## src/rtl/pipe_stage_buffer_pkg.sv

```systemverilog
// Shared pipeline definitions: hazard-unit control bundle
// and the default depth of inter-stage buffers.
package pipe_stage_buffer_pkg;

  typedef struct packed {
    logic stall;
    logic flush;
  } control;

  parameter int STAGE_BUFFER_DEPTH = 2;

endpackage

```

## src/rtl/pipe_stage_buffer.sv

```systemverilog
// DEPTH-entry FIFO between two pipeline stages with a
// valid/ready handshake that honours hazard-unit stall/flush.
module pipe_stage_buffer
  import pipe_stage_buffer_pkg::*;
#(
  parameter int WIDTH = 32,
  parameter int DEPTH = STAGE_BUFFER_DEPTH,
  localparam int CW = $clog2(DEPTH + 1)
) (
  input  logic             clock,
  input  logic             reset,
  input  control           stageControl,
  input  logic [WIDTH-1:0] inData,
  input  logic             inValid,
  output logic             inReady,
  output logic [WIDTH-1:0] outData,
  output logic             outValid,
  input  logic             outReady,
  output logic [CW-1:0]    count,
  output logic             empty,
  output logic             full
);

  localparam int PW = (DEPTH > 1) ? $clog2(DEPTH) : 1;

  logic [WIDTH-1:0] storage [DEPTH];
  logic [PW-1:0]    writePointer;
  logic [PW-1:0]    readPointer;
  logic             push;
  logic             pop;

  // DEPTH need not be a power of two, so wrap explicitly
  function automatic logic [PW-1:0] advance(
    input logic [PW-1:0] p
  );
    if (p == PW'(DEPTH - 1)) return '0;
    return p + PW'(1);
  endfunction

  assign empty    = (count == '0);
  assign full     = (count == CW'(DEPTH));
  assign inReady  = !full && !stageControl.stall;
  assign outValid = !empty && !stageControl.stall;
  assign outData  = storage[readPointer];

  assign push = inValid && inReady
             && !stageControl.flush;
  assign pop  = outValid && outReady
             && !stageControl.flush;

  always_ff @(posedge clock or negedge reset) begin
    if (!reset) begin
      count        <= '0;
      writePointer <= '0;
      readPointer  <= '0;
    end else if (stageControl.flush) begin
      count        <= '0;
      writePointer <= '0;
      readPointer  <= '0;
    end else begin
      if (push) writePointer <= advance(writePointer);
      if (pop)  readPointer  <= advance(readPointer);
      if (push && !pop)
        count <= count + CW'(1);
      else if (pop && !push)
        count <= count - CW'(1);
    end
  end

  // Payload storage is deliberately left unreset
  always_ff @(posedge clock) begin
    if (push) storage[writePointer] <= inData;
  end

endmodule

```

## config.mk

```make
export PLATFORM = sky130hd
export DESIGN_NAME = pipe_stage_buffer
export DESIGN_NICKNAME = d
export VERILOG_FILES = /design/src/rtl/pipe_stage_buffer_pkg.sv /design/src/rtl/pipe_stage_buffer.sv
export SDC_FILE = /design/constraint.sdc
export NUM_CORES = 1
export LEC_CHECK = 0
export CAP_MARGIN = 20
export CORE_MARGIN = 8
export CORE_UTILIZATION = 37
export CTS_CLUSTER_DIAMETER = 200
export DETAILED_ROUTE_END_ITERATION = 8
export GPL_ROUTABILITY_DRIVEN = 0
export PLACE_DENSITY_LB_ADDON = 0.2
export SYNTH_ARGS = -nofsm -noshare
export SYNTH_HDL_FRONTEND = slang
export SYNTH_SLANG_ARGS = --single-unit
```

## constraint.sdc

```tcl
create_clock -name clock -period 5.01 [get_ports clock]
set_input_delay 1.002 -clock clock [delete_from_list [all_inputs] [get_ports clock]]
set_output_delay 1.002 -clock clock [all_outputs]
set_load 0.02 [all_outputs]
```

==> results by group <==
STA
  • Max Clock Skew: 0.005845 ns
  • Hold Violations, Final: 0
  • Slew headroom: about two fifths
  • Highest clock rate: 291.2 MHz
  • RSZ-0062 raised after global routing: no
  • Final Critical Period: 3.434 ns
  • Tcrit/Tclk final: 68.53%
  • Slew @ Worst Pin: ~0.88 ns
  • Final WS setup: 1.576 ns
  • Setup TNS: 0 ns
  • Slew Limit Fails: 0
  • Hold Worst Slack: 0.6119 ns
  • Setup violations, final: 0

Clock tree
  • H-tree levels: 3
  • CTS buffer count: 9
  • CTS tree: yes
  • Worst skew pair latency: 0.33 ns
  • Hold Buf Count CTS: 0
  • Clock buffer depth: 2
  • Clk pin slew, worst setup/hold paths: 0.06 ns
  • Clock Sinks: 68
  • Post-CTS Setup Repair Bufs: 0
  • Root buf cell: clkbuf_8
  • # resized after CTS: 0

Detailed routing
  • Via/cell ratio: 4.804
  • Top Metal Used: met4
  • Met3 Wirelength: approximately 470 µm
  • Per-cell routed wire length: 17.55 µm
  • Antenna Violating Nets Remaining: 0
  • Vias: ~1400
  • 1st-pass router iterations: 4
  • Iteration-0 DRC Markers: 63
  • DRC viols: 0
  • Routed wire length: 5282 µm
  • DR WL met2: 2589 µm
  • Met1 WL: between 2000 and 2500 µm

Worst setup path
  • Critical Path Source Type: primary input
  • Critical path class: primary input to output pin
  • Reg2Reg Setup Slack: between 2 and 2.5 ns
  • Crit-path cells: clkdlybuf4s50_1 -> o21bai_1 -> inv_1 -> clkdlybuf4s50_1
  • Max incr delay on CP: 0.60 ns
  • Worst path required time: 4.01 ns
  • Crit-path slowest cell: clkdlybuf4s50_1
  • Worst Setup SP: stageControl[1]
  • Arrival time at the worst endpoint: about 2.4 ns
  • Reg2Reg Capture Point: storage[1][13]$_DFFE_PP_
  • Setup crit end: outValid
  • Top cell by count, worst path: clkdlybuf4s50_1
  • CP max FO: 6
  • Cells on worst reg2reg path: 4
  • Kind of end point of the critical path: output pin
  • R2r startpoint: count[1]$_DFFE_PN0P_

Floorplan
  • Row cnt: 30
  • DIE AREA: 0.009872 mm²
  • I/O pin total: 76
  • Initial core utilization: 38.06%
  • CORE AREA: 0.006756 mm²
  • DIE HEIGHT: approximately 100 µm
  • Die width: 99.36 µm

Logic synthesis
  • Syn avg cell area: slightly below 20 µm²
  • Syn Inst Count: 131
  • Post-synth cell types: 20
  • Total number of yosys warnings: 0
  • Seq/Total Area, Yosys: 78.64%
  • Yosys reg bits: 68
  • Mapped Area: 0.002571 mm²
  • Syn Nets: around 170

GRT
  • Largest net degree at the start of global routing: 33
  • Gr usage total: 11.19%
  • Initial antenna violation count: 0
  • Vias in the first global route: 1628
  • First-pass GRT wire length: ~8400 µm
  • Overflow after GRT: 0

Place
  • Placement Setup Slack: 1.434 ns
  • Cell Count Post-Placement: 285
  • # port buffers: between 70 and 80
  • DP HPWL: 3726 µm

Hold path
  • Worst hold path depth: 2
  • Hold crit path type: register to register

Cells and area
  • Area grow syn2layout: 40.54%
  • Most common library cell in the layout ignoring fill and taps: clkdlybuf4s50_1
  • Most frequent cells in the layout: clkdlybuf4s50_1 (75), edfxtp_1 (64), mux2_2 (33)
  • Ratio of cells with drive above 1 in the final layout: 23.08%
  • # diodes: 0
  • Layout Cells excl Fill: 301
  • Final #Nets: approximately 250

Power and ir drop
  • Pwr/cell area: 322.2 mW/mm²
  • VDD IR max: 209.5 µV
  • PnR Total Power: 1164 µW
  • Static Leak: 0.001219 µW

Outcome
  • Status: completed

Job
  • MaxCap Viol Count: 0
-- layout make-up --
| type | count | area, µm² |
|---|---|---|
| fillers | 567 | 3143 |
| flip-flops and latches | 68 | 2022 |
| repair buffers | 78 | 773.2 |
| multi-input cells | 56 | 529.3 |
| clock buffers | 14 | 142.6 |
| well taps | 80 | 100.1 |
| clock inverters | 2 | 35.03 |
| inverters | 3 | 11.26 |
-- worst max-delay path, delay by kind of cell --
family | cells | cell delay (ns)
buf+inv | 3 | 1.18
compound gates | 1 | 0.25
-- worst min-delay path by stage --
stage / start / to / slack (ns)
after global routing: readPointer$_DFFE_PN0P_ / readPointer$_DFFE_PN0P_ / 0.64
final: readPointer$_DFFE_PN0P_ / readPointer$_DFFE_PN0P_ / 0.61
after CTS: readPointer$_DFFE_PN0P_ / readPointer$_DFFE_PN0P_ / 0.60
after floorplan: writePointer$_DFFE_PN0P_ / writePointer$_DFFE_PN0P_ / 0.62
after global placement: readPointer$_DFFE_PN0P_ / readPointer$_DFFE_PN0P_ / 0.56
after detailed placement: readPointer$_DFFE_PN0P_ / readPointer$_DFFE_PN0P_ / 0.59
-- cell families after synthesis --
group | Yosys count | synth area share [%]
buffers and inverters | 7 | 1.168
AND/OR/NAND/NOR | 13 | 3.017
multiplexers | 34 | 15.04
flip-flops | 68 | 78.64
AO/OA/AOI/OAI | 9 | 2.141
-- state kept, by name (all words and copies together), names as in the netlist --
signal        flops
readPointer       1
writePointer      1
storage          64
count             2
-- through the flow --
step                      util [%]  instance area [µm²]
after floorplan                  -                 2571
after global placement       50.85                 3436
after detailed placement     50.85                 3436
after CTS                    53.48                 3613
after global routing         53.48                 3613
final                        53.48                 3613
-- cells in the mapped netlist --
library cell   n  area share [%]
mux2_2        33              14
clkbuf_1       1            0.15
nand2b_1       2            0.49
or3b_4         1            0.44
a21oi_1        3            0.58
edfxtp_1      64              75
buf_2          3            0.58
o32ai_1        1            0.34
dfrtp_1        4             3.9
nor3b_1        1            0.29
or3_1          1            0.24
a31oi_1        1            0.24
inv_1          3            0.44
nor2b_1        3            0.73
mux2_4         1            0.58
nor2_1         3            0.44
a211oi_1       1            0.29
nor3_1         2            0.39
o21ai_0        2            0.39
o21bai_1       1            0.29
-- routing by layer --
metal	vias to the layer above	track usage, %
met2	58	18.23
met5	-	0
li1	682	-
met1	699	11.96
met3	7	6.075
met4	0	4.191
-- power breakdown --
| part | internal [µW] | switching (µW) | leakage [µW] |
|---|---|---|---|
| Clock | 230 | 175 | 0.0000887 |
| Combinational | 65.8 | 52.6 | 0.000495 |
| Sequential | 636 | 4.62 | 0.000635 |
| Total | 932 | 232 | 0.00122 |
(Power assumes the default switching activity.)
